--- config.mk ---
export PLATFORM = sky130hd
export DESIGN_NAME = bin_bcd_seq
export DESIGN_NICKNAME = d
export VERILOG_FILES = /design/src/rtl/bin_bcd_seq_pkg.sv /design/src/rtl/bcd_add3.sv /design/src/rtl/bin_bcd_seq.sv
export SDC_FILE = /design/constraint.sdc
export NUM_CORES = 1
export LEC_CHECK = 0
export ABC_AREA = 1
export CELL_PAD_IN_SITES_DETAIL_PLACEMENT = 1
export CELL_PAD_IN_SITES_GLOBAL_PLACEMENT = 2
export CORE_MARGIN = 2
export CORE_UTILIZATION = 30
export CTS_BUF_LIST = sky130_fd_sc_hd__clkbuf_16
export DETAILED_ROUTE_END_ITERATION = 8
export PLACE_DENSITY_LB_ADDON = 0.1
export SLEW_MARGIN = 30
export SYNTH_ARGS = -nofsm -noshare
export SYNTH_HDL_FRONTEND = slang
export SYNTH_SLANG_ARGS = --single-unit
--- constraint.sdc ---
create_clock -name clk -period 1.9 [get_ports clk]
set_input_delay 0.57 -clock clk [delete_from_list [all_inputs] [get_ports clk]]
set_output_delay 0.57 -clock clk [all_outputs]
set_load 0.02 [all_outputs]
--- src/rtl/bin_bcd_seq_pkg.sv ---
// Shared types and constants for the sequential binary-to-BCD converter.
package bin_bcd_pkg;
  typedef enum logic [1:0] {IDLE = 2'd0, SHIFT = 2'd1, DONE = 2'd2} state_t;

  localparam int BIN_W_DEF  = 10;
  localparam int DIGITS_DEF = 4;

  typedef logic [3:0] bcd_digit_t;

  // Saturated result: three nines, upper digits zero.
  localparam logic [15:0] SAT_VALUE = 16'h0999;
endpackage

--- src/rtl/bcd_add3.sv ---
// One-digit double-dabble correction: adds 3 when the digit is 5 or more.
module bcd_add3
  import bin_bcd_pkg::*;
(
  input  logic [3:0] d,
  output logic [3:0] q
);
  bcd_digit_t sum;

  always_comb begin
    sum = d;
    if (d >= 4'd5) sum = d + 4'd3;
  end

  assign q = sum;
endmodule

--- src/rtl/bin_bcd_seq.sv ---
// Sequential shift-and-add-3 binary-to-BCD converter with start/busy/done handshake.
// Optional macro BIN_BCD_SAT_EN saturates results above 999 to 0x0999 and raises ovf.
module bin_bcd_seq
  import bin_bcd_pkg::*;
#(
  parameter int BIN_W  = BIN_W_DEF,
  parameter int DIGITS = DIGITS_DEF
) (
  input  logic                  clk,
  input  logic                  rst_n,
  input  logic                  St,
  input  logic [BIN_W-1:0]      bin,
  output logic [4*DIGITS-1:0]   bcd,
  output logic                  busy,
  output logic                  done,
  output logic                  ovf,
  output logic [1:0]            dbg_state
);
  localparam int BCD_W = 4 * DIGITS;
  localparam int CNT_W = $clog2(BIN_W + 1);
  localparam int CAT_W = BCD_W + BIN_W;

  // Handshake: St is sampled on every edge but only accepted in IDLE or DONE;
  // busy is high for the BIN_W shift cycles; done pulses once when bcd updates.
  state_t             state, state_n;
  logic [BIN_W-1:0]   bin_shift;
  logic [BCD_W-1:0]   bcd_work;
  logic [CNT_W-1:0]   cnt;
  logic [BCD_W-1:0]   adj;
  logic [CAT_W-1:0]   cat_n;
  logic [BCD_W-1:0]   res;
  logic [BCD_W-1:0]   bcd_fin;
  logic               ovf_fin;
  logic               load, shift, finish, last;

  for (genvar g = 0; g < DIGITS; g++) begin : g_add3
    bcd_add3 u_add3 (
      .d (bcd_work[4*g +: 4]),
      .q (adj[4*g +: 4])
    );
  end

  // Adjusted digits and the remaining binary bits shift together as one word.
  assign cat_n = {adj, bin_shift} << 1;
  assign res   = cat_n[CAT_W-1:BIN_W];
  assign last  = (cnt == CNT_W'(BIN_W - 1));

`ifdef BIN_BCD_SAT_EN
  always_comb begin
    bcd_fin = res;
    ovf_fin = 1'b0;
    if (res[BCD_W-1:12] != '0) begin
      bcd_fin = BCD_W'(SAT_VALUE);
      ovf_fin = 1'b1;
    end
  end
`else
  assign bcd_fin = res;
  assign ovf_fin = 1'b0;
`endif

  always_comb begin
    state_n = state;
    load    = 1'b0;
    shift   = 1'b0;
    finish  = 1'b0;
    case (state)
      IDLE: begin
        if (St) begin
          state_n = SHIFT;
          load    = 1'b1;
        end
      end
      SHIFT: begin
        shift = 1'b1;
        if (last) begin
          state_n = DONE;
          finish  = 1'b1;
        end
      end
      DONE: begin
        if (St) begin
          state_n = SHIFT;
          load    = 1'b1;
        end else begin
          state_n = IDLE;
        end
      end
      default: state_n = IDLE;
    endcase
  end

  always_ff @(posedge clk) begin
    if (!rst_n) begin
      state     <= IDLE;
      bin_shift <= '0;
      bcd_work  <= '0;
      cnt       <= '0;
      bcd       <= '0;
      ovf       <= 1'b0;
    end else begin
      state <= state_n;
      if (load) begin
        bin_shift <= bin;
        bcd_work  <= '0;
        cnt       <= '0;
      end else if (shift) begin
        bin_shift <= cat_n[BIN_W-1:0];
        bcd_work  <= res;
        cnt       <= cnt + CNT_W'(1);
      end
      if (finish) begin
        bcd <= bcd_fin;
        ovf <= ovf_fin;
      end
    end
  end

  // DONE lasts exactly one cycle, so it doubles as the done pulse.
  assign busy      = (state == SHIFT);
  assign done      = (state == DONE);
  assign dbg_state = state;
endmodule

# Word-level counts from Yosys, hierarchy flattened

Cells that the tools add are included.

Bits in registers: 48
Latch bits: 0
Memory bits (writable): 0
Memory bits (read-only): 0
Input port bits: 13
Output and inout bits: 21
Word-level logic and storage cells: 40
Memories: 0

$add $sub $neg: 5
$mul: 0
Divide/modulo/power cells: 0
Order comparisons: 4
Eq/ne operators: 5
Shift-type cells: 0
Muxes and demuxes: 15
Bitwise logic cells: 1
Reduce and logical (&&, ||, !) cells: 5

Operators with widths:

| cell                                                              | count |
|---|---|
| 2-to-1 mux 10 bit                                                 | 2 |
| greater-or-equal comparator 4 x 3 -> 1 bit, second input constant | 4 |
| adder 4 x 2 -> 4 bit, second input constant                       | 3 |
| 2-to-1 mux 4 bit                                                  | 3 |
| 2-to-1 mux 1 bit                                                  | 6 |
| one-hot mux 2 bit (3 select lines)                                | 1 |
| adder 4 x 1 -> 4 bit, second input constant                       | 1 |
| equality test 4 bit, second input constant                        | 1 |
| 2-to-1 mux 2 bit                                                  | 2 |
| OR reduction 2 bit                                                | 2 |
| adder 3 x 2 -> 3 bit, second input constant                       | 1 |
| 2-to-1 mux 3 bit                                                  | 1 |
| equality test 2 x 1 -> 1 bit, second input constant               | 1 |
| equality test 2 bit, second input constant                        | 1 |
| zero test 2 bit                                                   | 1 |
| inequality test 2 x 1 -> 1 bit, second input constant             | 1 |
| inequality test 2 bit, second input constant                      | 1 |
| AND reduction 2 bit                                               | 1 |
| nonzero test 2 bit                                                | 1 |
| NOT 1 bit                                                         | 1 |

# Logic depth before layout (Yosys ltp)

Gate-level depths: netlist (run 1).

Depth in word-level cells: 4
Mapped depth: 10
Depth with buffers taken out: 10

# Hierarchy

From an unflattened synthesis (run 1), not the netlist that was laid out.

Cells, all modules: 336
Area total of the unflattened synthesis: 2617.5 µm²

By module, submodules not included:

| module      | times used | cells each | area an instance (µm²) | sequential area each (µm²) |
|---|---|---|---|---|
| bin_bcd_seq | 1          | 244        | 2077.0                 | 960.9 |
| bcd_add3    | 4          | 23         | 135.1                  | 0.0 |

# Worst setup path after synthesis (run 1)

No wires, ideal clock.

Kind: register to output
Start: reg state[0] (netlist: dbg_state[0])
End: out busy
Arrival: 936 ps
Data required time: 1330 ps
Slack: 394 ps
Cell stages (with the launch flop): 5
Path buffers: 2
Cells stage by stage: dfxtp_1 -> nand2_2 -> inv_2 -> buf_6 -> buf_6

Longest elaborated chain between the ends: 1

RTL lines:

| element                      | RTL line           | text |
|---|---|---|
| start: declaration           | bin_bcd_seq.sv:25  | `state_t state, state_n;` |
| start signal: assignment     | bin_bcd_seq.sv:102 | `state <= state_n;` |
| equality test 2 x 1 -> 1 bit | bin_bcd_seq.sv:120 | `assign busy = (state == SHIFT);` |
| end: declaration             | bin_bcd_seq.sv:14  | `output logic busy,` |

Every way passes these cells.

# Final worst setup path (run 1)

Start: reg bcd[11]
End: out bcd[11]

RTL lines:

| element                  | RTL line           | text |
|---|---|---|
| start: declaration       | bin_bcd_seq.sv:13  | `output logic [4*DIGITS-1:0] bcd,` |
| start signal: assignment | bin_bcd_seq.sv:113 | `bcd <= bcd_fin;` |

No word-level cell between the ends.

==> results of run 1 <==
how the worst max path moves through the flow:
stage / endpoint / slack, ps / cells after the start
CTS: dbg_state[0] / 5 / 1
floorplan: busy / 390 / 4
finish: bcd[11] / 90 / 1
global placement: bcd[15] / 140 / 4
detailed placement: bcd[3] / 110 / 4
global route: bcd[14] / 40 / 1
synthesized netlist by cell type, types with 4 or more instances:
cell     instances  area [µm²]
a21oi_1         33         165
buf_2            4        20.0
buf_6            4        45.0
dfxtp_1         48         961
ha_1            10         125
inv_1           67         251
nand2_1         63         236
nand3_1         35         175
nand4_1          8        50.1
nor2_1          21        78.8
nor3_1           4        20.0
o21ai_0         33         165
flip-flops by register name, summed over array words and instances, names as in the netlist:
name       count
bcd           16
bcd_work      16
bin_shift     10
cnt            4
dbg_state      2
per-stage QoR:
| stage | power [W] | hold WS (ps) | util, % | std cells | setup slack [ps] |
|---|---|---|---|---|---|
| 4_1_cts | 0.00225 | 491 | 38.0 | 480 | 4.56 |
| 2_1_floorplan | 0.00130 | 439 | - | 345 | 394 |
| 3_3_place_gp | 0.00140 | 473 | 36.2 | 472 | 139 |
| 6_report | 0.00221 | 481 | 38.0 | 480 | 87.6 |
| 5_1_grt | 0.00234 | 506 | 38.0 | 480 | 39.2 |
| 3_5_place_dp | 0.00140 | 476 | 36.2 | 472 | 109 |
cell usage in the layout (no fill, tap or decap):
cell type / synthesis / routed
ha_1: 10 / 10
inv_1: 67 / 69
nand2_1: 63 / 63
dlymetal6s2s_1: 0 / 1
clkdlybuf4s50_1: 0 / 29
conb_1: 1 / 1
nand2_2: 3 / 3
nor2_1: 21 / 21
clkinv_2: 1 / 1
a21oi_1: 33 / 33
clkbuf_16: 0 / 5
nor2_4: 1 / 1
buf_4: 2 / 5
nand3_1: 35 / 35
dfxtp_1: 48 / 48
inv_2: 2 / 2
a211oi_1: 1 / 1
o21ai_0: 33 / 33
buf_12: 0 / 1
nand4_1: 8 / 8
nand2_4: 1 / 1
nor3_1: 4 / 4
dlygate4sd2_1: 0 / 2
clkinv_1: 0 / 1
report_power, final:
| part | internal (W) | switching [W] |
|---|---|---|
| Combinational | 0.000110 | 0.000185 |
| Sequential | 0.00105 | 0.0000297 |
| Clock | 0.000474 | 0.000361 |
| Total | 0.00164 | 0.000575 |
timing repair:
action	CTS	global route
hold buffers	0	0
hold endpoints to repair	0	0
buffers inserted	0	0
setup endpoints to repair	2	1
gates resized for setup	2	1
pin swaps	0	0
cells by family after synthesis:
| group | after synthesis | synth area share [%] |
|---|---|---|
| buffers and inverters | 83 | 14.9 |
| AND/OR/NAND/NOR | 136 | 25.2 |
| adder cells (fa/ha/maj) | 10 | 5.24 |
| flip-flops | 48 | 40.3 |
| other | 1 | 0.157 |
| AO/OA/AOI/OAI | 67 | 14.2 |
layout make-up:
| cell class | instances | area (µm²) | area share (%) |
|---|---|---|---|
| Multi-Input combinational cell | 214 | 1070 | 36.4 |
| Sequential cell | 48 | 961 | 32.7 |
| Timing Repair Buffer | 38 | 378 | 12.9 |
| Inverter | 70 | 264 | 8.99 |
| Tap cell | 102 | 128 | 4.35 |
| Clock buffer | 5 | 125 | 4.26 |
| Clock inverter | 3 | 11.3 | 0.384 |
per-layer routing:
metal | part of all wire (%) | vias up | track usage, %
met3 | 3.7 | 4 | 3.79
met1 | 48 | 1061 | 19.7
met2 | 47 | 30 | 26.4
li1 | - | 1150 | -
met5 | 0 | - | 0
met4 | 1.3 | 0 | 4.78
==> flow_metrics.py, run 1 <==
metrics = {
    "run_status": {
        "status": "complete, no violations",
    },
    "finish": {
        "fill_cells": 998,
        "nNetsFinal": 400,
        "diodes": 0,
        "post_route_cells_drive_above_1_share_pct": 5.03,
        "design_area_um2": 2940,
        "syn2layout_area_growth_pct": 23.0,
    },
    "critical_path": {
        "rrSetupSlack_ps": 320,
        "cp-start-kind": "flop",
        "cp_top_family": "buffers and inverters",
        "crit_path_max_fanout": 2,
        "arrival_ps": 1240,
        "r2r_start": "dbg_state[0]",
        "required_ps": 1330,
        "reg2reg_depth": 7,
        "worstSetupPathType": "reg2out",
        "cp_cell_sequence": "clkdlybuf4s50_1",
        "r2r_end": "bcd[15]",
        "cpPeakStageDelay_ps": 620,
        "path_buf_inv": 1,
        "crit_start": "bcd[11]",
        "crit_path_top_delay_cell": "clkdlybuf4s50_1",
        "end_kind": "output pin",
    },
    "drt": {
        "wl_per_cell_um": 12.9,
        "postRouteAntennaNets": 0,
        "firstDrtPassIters": 4,
        "drc": 0,
        "vias": 2245,
        "vias_per_cell": 4.68,
        "wirelength_mm": 6.18,
        "drtIter0Drc": 75,
    },
    "sta": {
        "timing_hold_violations_final": 0,
        "min_period_over_period_pct": 95.4,
        "fmax_mhz": 552,
        "setup_viol": 0,
        "clock_skew_ps": 6.12,
        "fin_setup_tns_ps": 0,
        "period_minus_slack_ps": 1810,
        "finalMaxSlewViolations": 0,
        "rsz0062_at_grt": "false",
    },
    "cts": {
        "clockBufferDepth": 2,
        "ctsHtreeMaxLevel": 2,
        "clk_latency_ps": 280,
        "cts_tree": "yes",
        "cts.clk_slew.worst_paths_ps": 60,
        "numCtsBuffers": 5,
        "root_buffer": "clkbuf_16",
        "cts.sinks": 48,
    },
    "synth": {
        "synthDistinctLibCells": 22,
        "async_flop_share_pct": 0,
        "synthCells": 345,
        "yosys_most_used_dff": "dfxtp_1",
        "synth-seq-cells": 48,
        "synth_edf_count": 0,
        "synth_area_um2": 2390,
        "yosys_warnings": 0,
        "syn_nets": 368,
        "ys_seq_area_share_pct": 40.3,
        "syn_avg_cell_area_um2": 6.92,
    },
    "placed_design": {
        "port_buffers": 32,
        "post-dp-hpwl_mm": 4.50,
        "placed_area_um2": 2800,
        "gp_congestion": 0.708,
    },
    "floorplan": {
        "row_count": 32,
        "dieArea_um2": 8680,
        "start_util_pct": 30.9,
        "coreArea_um2": 7730,
        "io_pins": 34,
        "die_w_um": 93.2,
        "die_y_um": 93.2,
    },
    "power_and_ir_drop": {
        "p_leak_nw": 1.34,
        "power_density_nw_per_um2": 753,
        "irDropWorstVdd_mv": 0.369,
    },
    "grt": {
        "grt_pass1_wl_mm": 10.7,
        "grt_max_degree": 29,
        "grt_usage_pct": 15.6,
        "gr-total-overflow": 0,
        "grt_pass1_vias": 2225,
        "antenna_found_initial": 0,
    },
    "min_path": {
        "min_path_cells": 2,
        "hp-class": "reg2reg",
        "hold_end": "bcd_work[0]",
        "worst_hold_startpoint": "bin_shift[9]",
    },
    "flow_run": {
        "max_cap_viol_count": 0,
    },
}
No activity file was read; power rests on OpenSTA's default activity.
==> run 2: changes to the inputs <==
--- a/config.mk
+++ b/config.mk
@@ -5,7 +5,7 @@
 export SDC_FILE = /design/constraint.sdc
 export NUM_CORES = 1
 export LEC_CHECK = 0
-export ABC_AREA = 1
+export ABC_AREA = 0
 export CELL_PAD_IN_SITES_DETAIL_PLACEMENT = 1
 export CELL_PAD_IN_SITES_GLOBAL_PLACEMENT = 2
 export CORE_MARGIN = 2
==> constraint.sdc (replaced) <==
create_clock -name clk -period 2.1 [get_ports clk]
set_input_delay 0.63 -clock clk [delete_from_list [all_inputs] [get_ports clk]]
set_output_delay 0.63 -clock clk [all_outputs]
set_load 0.02 [all_outputs]
==> run 2 against run 1 <==
- synthesized area is 3.2% lower
- critical path depth is 1 higher
- global-route usage is 1.5 points lower
- non-clock buffer count is 1 higher
- clock power is 7.1% higher
- first-iteration DRC count is 23% lower
- sequential cell count stayed put
- register-to-register slack better by 90 ps
- critical endpoint is now done
- largest cell class unchanged
- largest power group unchanged
- highest routed layer unchanged
==> flow_metrics.py, run 2 <==
metrics = {
    "floorplan": {
        "start_util_pct": 31.3,
        "dieArea_um2": 8420,
        "die_w_um": 91.7,
        "coreArea_um2": 7370,
        "row_count": 31,
        "io_pins": 34,
        "die_y_um": 91.7,
    },
    "synth": {
        "synthDistinctLibCells": 36,
        "yosysTopAreaCell": "dfxtp_1",
        "yosysTopAreaCellShare_pct": 41.6,
        "synth_commonest_cells": "dfxtp_1, nand2_1, nor2_1",
        "synth.most_common_cell": "dfxtp_1",
        "synth-adder-area-share_pct": 5.42,
        "synthTopCellsByArea": "dfxtp_1, nand2_1, ha_1",
        "synth_simple_gate_area_share_pct": 19.1,
        "yosys_most_used_dff": "dfxtp_1",
        "syn_nets": 270,
        "synthCells": 247,
        "ys_seq_area_share_pct": 41.6,
        "muxShareOfSynthArea_pct": 3.30,
        "synth_compound_area_share_pct": 20.5,
        "yosys_warnings": 0,
        "synth-seq-cells": 48,
        "syn_avg_cell_area_um2": 9.35,
        "synth_top_family_by_area": "compound AO/OA/AOI/OAI gates",
        "synth_xor_area_share_pct": 2.65,
        "async_flop_share_pct": 0,
        "synth_edf_count": 0,
        "synth_area_um2": 2310,
    },
    "finish": {
        "largestRegisters": "bcd x16, bcd_work x16, bin_shift x10",
        "syn2layout_area_growth_pct": 24.3,
        "final_common_cell": "dfxtp_1",
        "post_route_cells_drive_above_1_share_pct": 14.3,
        "final_cell_mix": "dfxtp_1, nand2_1, clkdlybuf4s50_1",
        "fill_cells": 853,
        "final_core_util_pct": 39.0,
        "nNetsFinal": 301,
        "diodes": 0,
    },
    "drt": {
        "vias_per_cell": 4.82,
        "postRouteAntennaNets": 0,
        "drc": 0,
        "wirelength_mm": 5.49,
        "firstDrtPassIters": 4,
        "wl_per_cell_um": 14.5,
        "drtIter0Drc": 58,
        "vias": 1821,
    },
    "cts": {
        "cts_tree": "yes",
        "ctsHtreeMaxLevel": 2,
        "cts.sinks": 48,
        "cts_setup_buffers": 0,
        "clk_latency_ps": 290,
        "cts.clk_slew.worst_paths_ps": 60,
        "root_buffer": "clkbuf_16",
        "numCtsBuffers": 5,
        "clockBufferDepth": 2,
    },
    "sta": {
        "fmax_mhz": 501,
        "min_period_over_period_pct": 95.0,
        "rsz0062_at_grt": "false",
        "finalMaxSlewViolations": 0,
        "fin_ws_ps": 106,
        "setup_viol": 0,
        "clock_skew_ps": 5.64,
        "period_minus_slack_ps": 1990,
        "timing_hold_violations_final": 0,
        "fin_setup_tns_ps": 0,
    },
    "power_and_ir_drop": {
        "power_density_nw_per_um2": 716,
        "p_leak_nw": 1.16,
        "irDropWorstVdd_mv": 0.327,
    },
    "placed_design": {
        "gp_congestion": 0.718,
        "post-dp-hpwl_mm": 3.75,
        "dpl_worst_slack_ps": 178,
        "port_buffers": 32,
    },
    "grt": {
        "grt_usage_pct": 14.1,
        "gr-total-overflow": 0,
        "grt_max_degree": 26,
        "antenna_found_initial": 0,
        "grt_pass1_vias": 1861,
        "grt_pass1_wl_mm": 9.44,
    },
    "critical_path": {
        "worstSetupPathType": "reg2out",
        "arrival_ps": 1360,
        "required_ps": 1470,
        "cp-start-kind": "flop",
        "end_kind": "output pin",
        "crit_path_max_fanout": 3,
    },
    "min_path": {
        "hp-class": "reg2reg",
    },
    "flow_run": {
        "max_cap_viol_count": 0,
    },
    "run_status": {
        "status": "complete, no violations",
    },
}
-- run 2: cell count changes in the layout (fill, tap and decap cells not counted), sizes merged, moves of 9 or more --
cell	change
a21oi	-15
o211a	+9
inv	-60
nand2	-28
o22ai	+16
nand3	-24
o21ai	-23
-- run 2: layout make-up --
type / instances / area [µm²] / area share [%]
Tap cell: 99 / 124 / 4.31
Clock buffer: 5 / 125 / 4.36
Multi-Input combinational cell: 173 / 1180 / 41.1
Clock inverter: 3 / 37.5 / 1.31
Inverter: 11 / 46.3 / 1.61
Sequential cell: 48 / 961 / 33.5
Timing Repair Buffer: 39 / 397 / 13.8
-- run 2: cell families (layout without fill, tap and decap cells) --
family	Yosys count	count (layout)
mux	6	6
fa+ha+maj	10	10
buf+inv	26	58
simple gates	87	87
compound gates	62	62
xor+xnor	7	7
other cells	1	1
flops	48	48
-- run 2: per-layer routing --
| layer | vias up | global-route usage [%] | part of all wire, % |
|---|---|---|---|
| li1 | 913 | - | - |
| met1 | 872 | 19.4 | 49 |
| met4 | 0 | 4.85 | 1.5 |
| met3 | 6 | 2.55 | 2.7 |
| met5 | - | 0 | 0 |
| met2 | 30 | 22.3 | 46 |
-- run 2: critical path, cell delays in order, from the launching register on --
cell and delay (ps):
dfxtp_1 340, nor2b_1 130, clkdlybuf4s50_1 610
-- run 2: path summary, 6_finish.rpt --
kind	endpoint	from	depth (start not counted)	slack, ps
hold / removal	bcd_work[13]	bcd_work[13]	2	470
setup / recovery	done	dbg_state[1]	2	110
setup reg to reg	bcd[15]	dbg_state[1]	5	410
hold reg to reg	bcd_work[13]	bcd_work[13]	2	470
-- run 2: repair_timing --
item / 4_1_cts / 5_1_grt
hold buffers: 0 / 0
hold endpoints to repair: 0 / 0
gates resized for setup: 1 / 0
endpoints found under the setup margin: 1 / 0
-- run 2: stage by stage --
step	cells	hold slack, ps	area [µm²]	total power (W)
after global routing	378	504	2870	0.00215
after CTS	378	472	2870	0.00209
after floorplan	247	440	2310	0.00112
after global placement	370	459	2710	0.00119
final	378	469	2870	0.00206
after detailed placement	370	463	2710	0.00119
-- run 2: report_power, final --
part,internal (W),switching [W],total [W],leakage [nW]
clock,0.000554,0.000340,0.000894,0.0789
combinational,0.0000883,0.000117,0.000206,0.688
sequential,0.000937,0.0000198,0.000957,0.390
total,0.00158,0.000477,0.00206,1.16
